File: src/rtl/gobou_img_arbiter.sv
// Per-cycle arbiter that shares the single-port gobou image memory between the host bus and the gobou core.
// Optional stall statistics are compiled in with `define GOBOU_IMG_STAT_EN.
module gobou_img_arbiter #(
    parameter int DWIDTH  = 16,
    parameter int IMGSIZE = 12
) (
    input  logic                      clk,
    input  logic                      xrst,
`ifdef GOBOU_IMG_STAT_EN
    input  logic                      stat_clr,
    output logic [31:0]               host_stall_cnt,
`endif
    input  logic                      core_lock,
    input  logic                      host_req,
    input  logic                      host_we,
    input  logic [IMGSIZE-1:0]        host_addr,
    input  logic signed [DWIDTH-1:0]  host_wdata,
    output logic                      host_gnt,
    output logic                      host_rvalid,
    output logic signed [DWIDTH-1:0]  host_rdata,
    input  logic                      core_req,
    input  logic [IMGSIZE-1:0]        core_addr,
    output logic                      core_gnt,
    output logic                      core_rvalid,
    output logic signed [DWIDTH-1:0]  core_rdata,
    output logic                      mem_we,
    output logic [IMGSIZE-1:0]        mem_addr,
    output logic signed [DWIDTH-1:0]  mem_wdata,
    input  logic signed [DWIDTH-1:0]  mem_rdata
);

    localparam logic OWNER_HOST = 1'b0;
    localparam logic OWNER_CORE = 1'b1;

    logic                      last_owner_q, last_owner_d;
    logic [IMGSIZE-1:0]        addr_q, addr_d;
    logic                      rd_host_q, rd_host_d;
    logic                      rd_core_q, rd_core_d;
    logic signed [DWIDTH-1:0]  host_hold_q, host_hold_d;
    logic signed [DWIDTH-1:0]  core_hold_q, core_hold_d;

    // Grant selection; grants are suppressed while reset is asserted.
    always_comb begin
        host_gnt = 1'b0;
        core_gnt = 1'b0;
        if (!xrst) begin
            host_gnt = 1'b0;
            core_gnt = 1'b0;
        end else if (host_req && core_req) begin
            if (core_lock || (last_owner_q == OWNER_HOST)) begin
                core_gnt = 1'b1;
            end else begin
                host_gnt = 1'b1;
            end
        end else if (host_req) begin
            host_gnt = 1'b1;
        end else if (core_req) begin
            core_gnt = 1'b1;
        end else begin
            host_gnt = 1'b0;
            core_gnt = 1'b0;
        end
    end

    // Memory drive and next-state for ownership, address hold and read tags.
    always_comb begin
        mem_addr     = addr_q;
        last_owner_d = last_owner_q;
        if (host_gnt) begin
            mem_addr     = host_addr;
            last_owner_d = OWNER_HOST;
        end else if (core_gnt) begin
            mem_addr     = core_addr;
            last_owner_d = OWNER_CORE;
        end else begin
            mem_addr     = addr_q;
            last_owner_d = last_owner_q;
        end
        addr_d    = mem_addr;
        mem_we    = host_gnt & host_we;
        mem_wdata = host_wdata;
        rd_host_d = host_gnt & ~host_we;
        rd_core_d = core_gnt;
    end

    // Read return: live memory data in the valid cycle, otherwise the held copy.
    always_comb begin
        host_hold_d = rd_host_q ? mem_rdata : host_hold_q;
        core_hold_d = rd_core_q ? mem_rdata : core_hold_q;
        host_rvalid = rd_host_q;
        core_rvalid = rd_core_q;
        host_rdata  = host_hold_d;
        core_rdata  = core_hold_d;
    end

    // Arbitration state, read pipeline and data hold registers.
    always_ff @(posedge clk or negedge xrst) begin
        if (!xrst) begin
            last_owner_q <= OWNER_HOST;
            addr_q       <= {IMGSIZE{1'b0}};
            rd_host_q    <= 1'b0;
            rd_core_q    <= 1'b0;
            host_hold_q  <= {DWIDTH{1'b0}};
            core_hold_q  <= {DWIDTH{1'b0}};
        end else begin
            last_owner_q <= last_owner_d;
            addr_q       <= addr_d;
            rd_host_q    <= rd_host_d;
            rd_core_q    <= rd_core_d;
            host_hold_q  <= host_hold_d;
            core_hold_q  <= core_hold_d;
        end
    end

`ifdef GOBOU_IMG_STAT_EN
    logic [31:0] stall_cnt_q, stall_cnt_d;

    // Saturating count of host stall cycles; clear takes precedence.
    always_comb begin
        if (stat_clr) begin
            stall_cnt_d = 32'h0000_0000;
        end else if (host_req && !host_gnt && (stall_cnt_q != 32'hFFFF_FFFF)) begin
            stall_cnt_d = stall_cnt_q + 32'h0000_0001;
        end else begin
            stall_cnt_d = stall_cnt_q;
        end
    end

    // Stall counter register.
    always_ff @(posedge clk or negedge xrst) begin
        if (!xrst) begin
            stall_cnt_q <= 32'h0000_0000;
        end else begin
            stall_cnt_q <= stall_cnt_d;
        end
    end

    assign host_stall_cnt = stall_cnt_q;
`endif

endmodule
File: config.mk
export PLATFORM = sky130hd
export DESIGN_NAME = gobou_img_arbiter
export DESIGN_NICKNAME = d
export VERILOG_FILES = /design/src/rtl/gobou_img_arbiter.sv
export SDC_FILE = /design/constraint.sdc
export NUM_CORES = 1
export LEC_CHECK = 0
export CAP_MARGIN = 20
export CORE_UTILIZATION = 40
export CTS_CLUSTER_SIZE = 40
export DETAILED_ROUTE_END_ITERATION = 8
export PLACE_DENSITY = 0.87
export SETUP_SLACK_MARGIN = 0.1
export SLEW_MARGIN = 20
export SYNTH_ARGS = -nofsm -noshare
export SYNTH_HDL_FRONTEND = slang
export SYNTH_SLANG_ARGS = --single-unit
File: constraint.sdc
create_clock -name clk -period 2.8 [get_ports clk]
set_input_delay 0.42 -clock clk [delete_from_list [all_inputs] [get_ports clk]]
set_output_delay 0.42 -clock clk [all_outputs]
set_load 0.01 [all_outputs]
# Yosys cells after proc, flatten, opt, wreduce, memory -nomap -nowiden
# Index checks and enable logic that the tools add are counted.
totals:
  reg_bits: 47
  latch_bits: 0
  ramBits: 0
  rom_bits: 0
  out_inout_bits: 65
  wordCells: 28
  memories: 0
classes:
  addsub: 0
  n_mul: 0
  div: 0
  n_lt_le_gt_ge: 0
  n_eq_ne: 0
  shifts: 0
  mux: 15
  n_bitwise: 4
  n_reduce_logical: 3
ops:
  columns: ["op", "n"]
  rows:
  - ["two-way mux 16 bit", 2]
  - ["two-way mux 12 bit", 2]
  - ["two-way mux 1 bit", 11]
  - ["AND 1 bit", 2]
  - ["inverter 1 bit", 2]
  - ["nonzero test 2 bit", 1]
  - ["logical AND 1 bit", 1]
  - ["logical OR 1 bit", 1]

# Logic depth before layout (Yosys ltp)
logic_depth:
  depth_word: 7
  mapped_depth: 5
  ltp_nobuf: 4

# Worst setup path after synthesis
# No wires, ideal clock.
synth_timing:
  path_kind: "input to output"
  from: "input core_req"
  to: "output mem_addr[3]"
  arrival_ns: 1.220
  required_time_ns: 2.380
  setup_slack_ns: 1.160
  path_stages: 5
  n_path_buf: 2
  path_cell_list: "buf_2 > nand2_1 > clkbuf_2 > o21ai_0 > a31oi_1"
synth_via:
  elab_chain_cells: 6
synth_lines:
  columns: ["item", "line_no", "source"]
  rows:
  - ["start: declaration", "21", "input logic core_req,"]
  - ["two-way mux 1 bit", "57", "end else if (core_req) begin"]
  - ["two-way mux 1 bit", "55", "end else if (host_req) begin"]
  - ["two-way mux 1 bit", "49", "end else if (host_req && core_req) begin"]
  - ["two-way mux 1 bit", "46", "if (!xrst) begin"]
  - ["two-way mux 12 bit", "72", "end else if (core_gnt) begin"]
  - ["two-way mux 12 bit *", "69", "if (host_gnt) begin"]
  - ["end: declaration", "27", "output logic [IMGSIZE-1:0] mem_addr,"]
# Mark *: on every way between the ends. The rest lies on a longest branch, timed or not.

# Worst setup path in the final report
layout_timing:
  from: "input host_req"
  to: "output mem_addr[7]"
layout_via:
  elab_chain_cells: 5
layout_lines:
  columns: ["item", "line_no", "source"]
  rows:
  - ["start: declaration", "14", "input logic host_req,"]
  - ["two-way mux 1 bit or logical AND 1 bit (tied branches)", "55, 49", null]
  - ["two-way mux 1 bit", "49", null]
  - ["two-way mux 1 bit", "46", null]
  - ["two-way mux 12 bit", "72", null]
  - ["two-way mux 12 bit *", "69", null]
# Marked as above.

==> metrics.md <==
| Metric | Value |
|---|---|
| Fin. max-slew vios | 0 |
| NetSw | just over 500 uW |
| Clk slew on worst S/H paths | 90 ps |
| Arr. time, crit path | approximately 2200 ps |
| Cell chain of the critical path | clkdlybuf4s50_1, and3b_1, buf_12, o21ai_0, a31oi_1, clkdlybuf4s50_1 |
| Die X | 74.5 um |
| Grt peak-use layer | met2 |
| Commonest non-fill, non-tap cells in the layout | clkdlybuf4s50_1, dfrtp_1, mux2_2 |
| Req. time, crit path | 2380 ps |
| Max VDD drop | between 0.2 and 0.3 mV |
| Largest net degree at the start of global routing | 31 |
| Share of the synthesized area in the top cell type | 0.560 |
| Ys Warns | 0 |
| Area grow syn2layout | 50.2% |
| Final WS setup | 171 ps |
| Share of layout cells above drive strength 1 | 0.211 |
| GR Util met1 | 0.230 |
| Reg power frac | 0.421 |
| Dominant cells by area after synthesis | dfrtp_1, mux2_2, buf_4, a211oi_1, a31oi_1 |
| Fraction of registers with async set/reset | 1.00 |
| Fin crit share | 0.939 |
| Met3 usage | 0.0610 |
| Slowest cell delay on critical path | 590 ps |
| Status | completed |
| Most frequent cell on the critical path | clkdlybuf4s50_1 |
| Static Leak | 0.00128 uW |
| Placed insts | between 300 and 400 |
| CTS Buf Count | 5 |
| Vias in the first global route | 1,739 |
| F_max | 380 MHz |
| Skew final | around 7.3 ps |
| Initial antenna violation count | 0 |
| PortBufs | 94 |
| Clock sinks | 47 |
| Pre-CTS WS | 114 ps |
| CTS max path bufs | 2 |
| Startpoint types | input port |
| Hold Fails Final Rpt | 0 |
| Wire length of the first global-routing pass | 8110 um |
| CP Max Fanout | 13 |
| Placer congestion estimate | 0.756 |
| First DRT Iteration DRCs | ~60 |
| Slowest stage cell, crit path | clkdlybuf4s50_1 |
| Post-DRT Antenna Nets | 0 |
| Vias | 1,643 |
| Antenna diodes | 0 |
| Post-synthesis sequential area ratio | 0.560 |
| Root Driver | clkbuf_8 |
| I/O pins | 127 |
| Post-Syn Area per Cell | between 10 and 15 um^2 |
| Switching Share | 0.258 |
| Post-synth top area cell | dfrtp_1 |
| Core ar. | 5070 um^2 |
| Initial Util | 0.414 |
| Internal cell power | about 1500 uW |
| Hold Path Class | in -> async |
| Most common library cell in the layout ignoring fill and taps | clkdlybuf4s50_1 |
| DRC Markers | 0 |
| Clock group share of total power | 0.254 |
| FP Rows | 26 |
| Crit path kind | in -> out |
| Routed WL | 4990 um |
| # nets final | 312 |
| Tot Pwr | approximately 2000 uW |
| Ys flop type | dfrtp_1 |
| Clock latency on the worst-skew pair | 300 ps |
| Met2 Track Usage GR | 0.335 |
| Post-synthesis cell count | ~170 |
| Synth Register Bits | 47 |
| Mapped Area | 2100 um^2 |
| H-tree Lvls | 2 |
| GRT Total Usage | 0.193 |
| Type of destination of the critical path | output pin |
| DRT Pass-1 Iters | 4 |
| Die height | 74.5 um |
| Crit path time final | 2630 ps |
| Non-Filler Instances | 321 |
| Number of vias per cell | just over 5 |
| PD cells | ~630 nW/um^2 |
| EDFF count, synth | 0 |
| Syn_nets | 231 |
| Die area | 5550 um^2 |
| Measured slew at the worst slew-check pin | between 700 and 800 ps |
| Rel. slew slack | 0.515 |
| Global route overflow | 0 |
| TritonCTS clock tree | built |
| Finished Core Util | 0.622 |
| Post-Route Setup TNS | 0 ps |
| Final setup fails | 0 |
| Combinational share of power | 0.325 |
| Max-cap violation count | 0 |
| RSZ-0062 raised after global routing | true |
| Routed WL per cell | 15.5 um |
| Synth cell types | 21 |
| Post-DP HPWL | 3740 um |
[flip-flops by register name (all words and copies together), names as in the netlist]
signal / count
core_hold_q: 16
host_hold_q: 16
addr_q: 12
core_rvalid: 1
host_rvalid: 1
last_owner_q: 1
[final timing paths]
check                                              start                   endpoint  slack, ps  cells past startpoint
worst min register to register  host_hold_q[4]$_DFF_PN0_   host_hold_q[4]$_DFF_PN0_        500                      1
worst max register to register     host_rvalid$_DFF_PN0_  host_hold_q[14]$_DFF_PN0_       1440                      1
max in group asynchronous                           xrst       addr_q[11]$_DFF_PN0_       2020                      2
worst min-delay path                                xrst        addr_q[2]$_DFF_PN0_        270                      2
min in group clk                host_hold_q[4]$_DFF_PN0_   host_hold_q[4]$_DFF_PN0_        500                      1
worst max-delay path                            host_req                mem_addr[7]        170                      6
[synth_stat cells, types with 3 or more instances]
library cell,number
a211oi_1,12
o21ai_0,8
a31oi_1,12
nor2_1,3
o21ai_1,4
nand4_1,12
buf_2,11
mux2_2,32
buf_4,17
dfrtp_1,47
[power by group through the flow]
stage | registers, uW | clock network [uW] | logic [uW]
final | 844 | 509 | 652
after detailed placement | 859 | 0 | 654
after floorplan | 843 | 0 | 302
after CTS | 846 | 520 | 658
after global routing | 861 | 542 | 708
after global placement | 850 | 0 | 643
[per-stage QoR]
stage	hold slack, ps	cell area, um^2
final	268	3160
after global routing	302	3160
after CTS	263	3130
after detailed placement	287	3000
after global placement	282	3000
after floorplan	124	2100
[cell families after synthesis]
family          after synthesis  share of synthesized area
flops                        47                      0.560
simple gates                 21                     0.0595
mux                          32                      0.171
buf+inv                      31                     0.0964
compound gates               38                      0.113
[worst max-delay path: cells and delay by family]
kind	cells	cell delay, ps
buffers and inverters	3	1240
and+or+nand+nor	1	220
AOI/OAI and AO/OA	2	320
[area by class of cell]
| type | instances | area, um^2 |
|---|---|---|
| clock buffers | 6 | 82.6 |
| multi-input cells | 91 | 727 |
| clock inverters | 2 | 35.0 |
| repair buffers | 104 | 1050 |
| well taps | 70 | 87.6 |
| flip-flops and latches | 47 | 1180 |
| inverters | 1 | 3.75 |
| fillers | 448 | 1920 |
[routing by layer]
metal	vias up	wire length [um]
li1	768	-
met1	793	2050
met2	75	2470
met3	7	410
met4	0	55
met5	-	0
[timing repair]
action | 4_1_cts | 5_1_grt
hold buffers | 1 | 0
endpoints found under the setup margin | 0 | 13
gates resized for setup | 0 | 5
setup buffers | 0 | 1
endpoints found under the hold margin | 2 | 0
Note: power is estimated with default switching activity, not from simulation.
